### config.mk
export PLATFORM = sky130hd
export DESIGN_NAME = run_end_detector
export DESIGN_NICKNAME = d
export VERILOG_FILES = /design/src/rtl/run_end_detector.sv
export SDC_FILE = /design/constraint.sdc
export NUM_CORES = 1
export LEC_CHECK = 0
export CORE_ASPECT_RATIO = 1.5
export CORE_MARGIN = 3
export CORE_UTILIZATION = 30
export CTS_BUF_LIST = sky130_fd_sc_hd__clkbuf_4
export DETAILED_ROUTE_END_ITERATION = 8
export HOLD_SLACK_MARGIN = 0.05
export PLACE_DENSITY = 0.52
export SLEW_MARGIN = 20
export SYNTH_ARGS = -nofsm -noshare
export SYNTH_HDL_FRONTEND = slang
export SYNTH_SLANG_ARGS = --single-unit
### constraint.sdc
create_clock -name clk -period 5.6 [get_ports clk]
set_input_delay 0.56 -clock clk [delete_from_list [all_inputs] [get_ports clk]]
set_output_delay 0.56 -clock clk [all_outputs]
set_load 0.03 [all_outputs]
### src/rtl/run_end_detector.sv
// run_end_detector
//   Watches the serial bit stream x_in for a run of at least min_run
//   consecutive 1s, then flags the 0 that ends that run. A min_run of 0 is
//   treated as 1. The detection pulse is either combinational (Mealy,
//   REG_OUT=0) or registered (REG_OUT=1, one cycle later).
//
// Parameters
//   CNT_W    width of run_len and min_run; run_len saturates at 2^CNT_W-1
//   DET_W    width of det_count; saturates at 2^DET_W-1
//   REG_OUT  0 = combinational y_out, 1 = registered y_out
//
// Ports
//   clk        clock, rising edge
//   rst        asynchronous reset, active low
//   en         sample enable; when low the run state and counter hold
//   x_in       serial data bit
//   min_run    required run length (live, not latched)
//   clr_stats  synchronous clear of det_count (wins over a simultaneous detect)
//   y_out      detection pulse
//   run_len    consecutive 1s accepted so far
//   run_active run_len != 0
//   det_count  detections since reset or last clear
module run_end_detector #(
  parameter int CNT_W   = 4,
  parameter int DET_W   = 8,
  parameter int REG_OUT = 0
) (
  input  logic             clk,
  input  logic             rst,
  input  logic             en,
  input  logic             x_in,
  input  logic [CNT_W-1:0] min_run,
  input  logic             clr_stats,
  output logic             y_out,
  output logic [CNT_W-1:0] run_len,
  output logic             run_active,
  output logic [DET_W-1:0] det_count
);

  typedef enum logic [1:0] {
    IDLE  = 2'd0,
    RUN   = 2'd1,
    ARMED = 2'd2
  } state_t;

  localparam logic [CNT_W-1:0] RUN_MAX = '1;
  localparam logic [DET_W-1:0] DET_MAX = '1;

  logic [CNT_W-1:0] run_len_reg, run_len_next;
  logic [DET_W-1:0] det_count_reg, det_count_next;
  logic [CNT_W-1:0] eff_min;
  state_t           state;
  logic             det;

  // State register: the run length counter is the FSM state.
  always_ff @(posedge clk or negedge rst) begin
    if (!rst) begin
      run_len_reg   <= '0;
      det_count_reg <= '0;
    end else begin
      run_len_reg   <= run_len_next;
      det_count_reg <= det_count_next;
    end
  end

  // Classification is redone every cycle against the live threshold, so a
  // min_run change mid-run moves the state between RUN and ARMED at once.
  always_comb begin
    eff_min        = (min_run == '0) ? CNT_W'(1) : min_run;
    state          = IDLE;
    det            = 1'b0;
    run_len_next   = run_len_reg;
    det_count_next = det_count_reg;

    if (run_len_reg == '0)
      state = IDLE;
    else if (run_len_reg >= eff_min)
      state = ARMED;
    else
      state = RUN;

    if (en) begin
      case (state)
        IDLE: begin
          if (x_in)
            run_len_next = CNT_W'(1);
        end
        RUN: begin
          if (x_in)
            run_len_next = run_len_reg + CNT_W'(1);
          else
            run_len_next = '0;
        end
        ARMED: begin
          if (x_in) begin
            if (run_len_reg != RUN_MAX)
              run_len_next = run_len_reg + CNT_W'(1);
          end else begin
            det          = 1'b1;
            run_len_next = '0;
          end
        end
        default: run_len_next = '0;
      endcase
    end

    // Clear is a control operation, not a sample: it applies whether or not
    // en is high, and overrides a detect on the same edge.
    if (clr_stats)
      det_count_next = '0;
    else if (det && (det_count_reg != DET_MAX))
      det_count_next = det_count_reg + DET_W'(1);
  end

  generate
    if (REG_OUT != 0) begin : g_reg_out
      logic y_reg;
      // Loads det every edge (0 while en is low), giving a one-cycle pulse.
      always_ff @(posedge clk or negedge rst) begin
        if (!rst)
          y_reg <= 1'b0;
        else
          y_reg <= det;
      end
      assign y_out = y_reg;
    end else begin : g_comb_out
      assign y_out = det;
    end
  endgenerate

  assign run_len    = run_len_reg;
  assign run_active = (run_len_reg != '0);
  assign det_count  = det_count_reg;

endmodule

==> metrics.csv <==
stage;metric;value;unit
finish;layout.nets;143;
floorplanning;dieArea;0.003752;mm^2
critical_path;worstSetupStartpoint;min_run[3];
sta;holdWs;0.5926;ns
grt;use_met3;0.02231;
floorplanning;ios;23;
critical_path;required;5.04;ns
floorplanning;core-area;0.002791;mm^2
yosys;synth.distinct_cells;35;
grt;globalRouteMet1Util;0.1495;
floorplanning;start_util;0.3268;
critical_path;timing.rr.start;run_len[2]$_DFFE_PN0P_;
clocking;cts_buffer_depth;2;
yosys;synth_edf_count;0;
yosys;synth-seq-area-share;0.3292;
drt;detail-route-antenna-nets;0;
critical_path;worstSetupEndpointType;output port;
yosys;synth-compound-area-share;0.1907;
finish;num-fill-cells;310;
grt;grt_util_all_layers;0.1215;
drt;dr.first_iter.drc_count;8;
grt;busiest_layer;met2;
sta;grt_setup_unrepaired;no;
drt;via_per_inst;5.149;
yosys;syn_inst;101;
sta;worstMarginPinSlew;0.5789;ns
floorplanning;rows;23;
clocking;cts.hold.buffers_added;0;
critical_path;path_class;in -> out;
clocking;clkTransAtPathRegs;0.08;ns
place;io_buffer_count;22;
yosys;synthTopCellsByArea;dfrtp_1 33%, ha_1 12%, inv_1 4.9%;
drt;first_pass_iters;4;
critical_path;crit_chain;clkdlybuf4s50_1 > inv_1 > a31o_2 > ha_1 > nor2b_1 > o21ai_2 > nand3_2 > nor2_1 > clkdlybuf4s50_1;
clocking;root_buffer;clkbuf_4;
finish;drive_gt1_frac;0.1048;
critical_path;startpoint_type;input pin;
sta;finalHoldViolCount;0;
drt;wl_per_cell;12.92;um
drt;num_vias;829;
sta;clock-skew-final;0.005937;ns
critical_path;crit_top_cell;clkdlybuf4s50_1;
sta;fin_crit;3.509;ns
yosys;ys_ff_latch;12;
yosys;synth_top_family_by_area;simple AND/OR/NAND/NOR gates;
drt;wirelength;2080;um
worst_hold_path;hold_path_startpoint;det_count[7]$_DFFE_PN0P_;
yosys;synth_top_area_cell;dfrtp_1;
yosys;yosys.area.top_type_share;0.3292;
yosys;syn-cell-area;912.1;um^2
critical_path;cp_slowest_stage_delay;0.68;ns
critical_path;arrival;2.95;ns
power;total_power;0.3466;mW
critical_path;cpMaxStageDelayCell;clkdlybuf4s50_1;
power;peakVddDrop;230.3;uV
grt;grt.met2_usage;0.2037;
grt;antenna_found_initial;0;
finish;antenna_cells;0;
clocking;htreeDepth;1;
yosys;synth_nets;119;
clocking;cts_setup_buffers;0;
yosys;synthMuxAreaShare;0.02469;
sta;slew_viol_final;0;
power;p_leak;0.5054;nW
yosys;syn_area_per_cell;9.031;um^2
yosys;synth-simple-area-share;0.2524;
sta;finalSetupViolCount;0;
place;gp_congestion;0.7131;
grt;grt_max_degree;17;
grt;grt_pass1_vias;768;
yosys;ys.flop_type;dfrtp_1;
floorplanning;fp.dieH;73.53;um
finish;largest_reg_flops;8;
finish;area_growth;29.63;%
power;power_density;293.2;mW/mm^2
place;dp_hpwl;1591;um
clocking;insertion_delay;0.27;ns
yosys;yosysWarnings;0;
yosys;synthArstFlopShare;1.000;
sta;fmax;0.2850;GHz
grt;globalRouteOverflowTotal;0;
sta;setup-tns-final;0;ns
outcome;outcome;complete, no violations;
grt;grt_pass1_wl;3484;um
yosys;synth.top_cells.by_count;12 x dfrtp_1, 12 x inv_1, 9 x ha_1, 8 x a21oi_1;
yosys;synthXorXnorAreaFrac;0;
drt;drc;0;
finish;post-route-util;0.4236;
sta;period_share;0.6265;
finish;stdcell_area;0.001182;mm^2
sta;max-slew-margin-rel;0.6128;
clocking;cts_num_sinks;12;
worst_hold_path;hp-class;reg -> reg;
clocking;cts_tree;yes;
floorplanning;die_width;51.02;um
clocking;numCtsBuffers;3;
yosys;synthAdderAreaFrac;0.1235;
place;placed_area;0.001156;mm^2
clocking;cts-resized-gates;0;
critical_path;path_max_fanout;16;
run;max_cap_violations;0;
==> cell usage in the layout (no fill, tap or decap), types with 5 or more instances in the layout <==
cell / count
dfrtp_1: 12
clkdlybuf4s50_1: 22
o31ai_1: 6
a21oi_1: 8
nand3_1: 5
inv_1: 12
o21ai_0: 5
ha_1: 9
nor2_1: 6
==> area by class of cell <==
cell class / count / area (um^2) / share of cell area
multi-input combinational: 73 / 539.3 / 0.4561
sequential: 12 / 300.3 / 0.2540
timing repair buffer: 22 / 220.2 / 0.1862
inverter: 13 / 50.05 / 0.04233
tap: 37 / 46.29 / 0.03915
clock buffer: 3 / 22.52 / 0.01905
clock inverter: 1 / 3.754 / 0.003175
==> power by group <==
| group | internal (mW) | switching (mW) |
|---|---|---|
| Combinational | 0.0764 | 0.105 |
| Sequential | 0.0949 | 0.0136 |
| Clock | 0.0258 | 0.0308 |
==> logic make-up after synthesis <==
| group | after synthesis |
|---|---|
| compound gates | 26 |
| buf+inv | 16 |
| simple gates | 36 |
| fa+ha+maj | 9 |
| flops | 12 |
| mux | 2 |
==> metal layers <==
metal | wire (um) | vias up | part of all wire
met2 | 1025 | 22 | 0.49
li1 | - | 407 | -
met3 | 74 | 6 | 0.036
met5 | 0 | - | 0
met1 | 945 | 394 | 0.45
met4 | 34 | 0 | 0.016
==> critical path, delay by kind of cell <==
family	cells	cell delay [ns]
buf+inv	3	1.18
fa+ha+maj	1	0.27
simple gates	3	0.53
compound gates	2	0.42
==> stage by stage <==
stage	setup slack (ns)	std cells
5_1_grt	1.982	161
3_3_place_gp	2.124	157
3_5_place_dp	2.080	157
2_1_floorplan	2.930	101
6_report	2.091	161
4_1_cts	2.079	161
==> worst paths after layout <==
kind                                            end  slack [ns]  depth (start not counted)
setup / recovery                              y_out        2.09                          9
setup reg to reg             run_len[3]$_DFFE_PN0P_        2.99                         11
max in group asynchronous  det_count[2]$_DFFE_PN0P_        4.57                          1
hold reg to reg            det_count[7]$_DFFE_PN0P_        0.59                          2
min in group asynchronous  det_count[6]$_DFFE_PN0P_        0.65                          1
hold / removal             det_count[7]$_DFFE_PN0P_        0.59                          2
(Power assumes the default switching activity.)
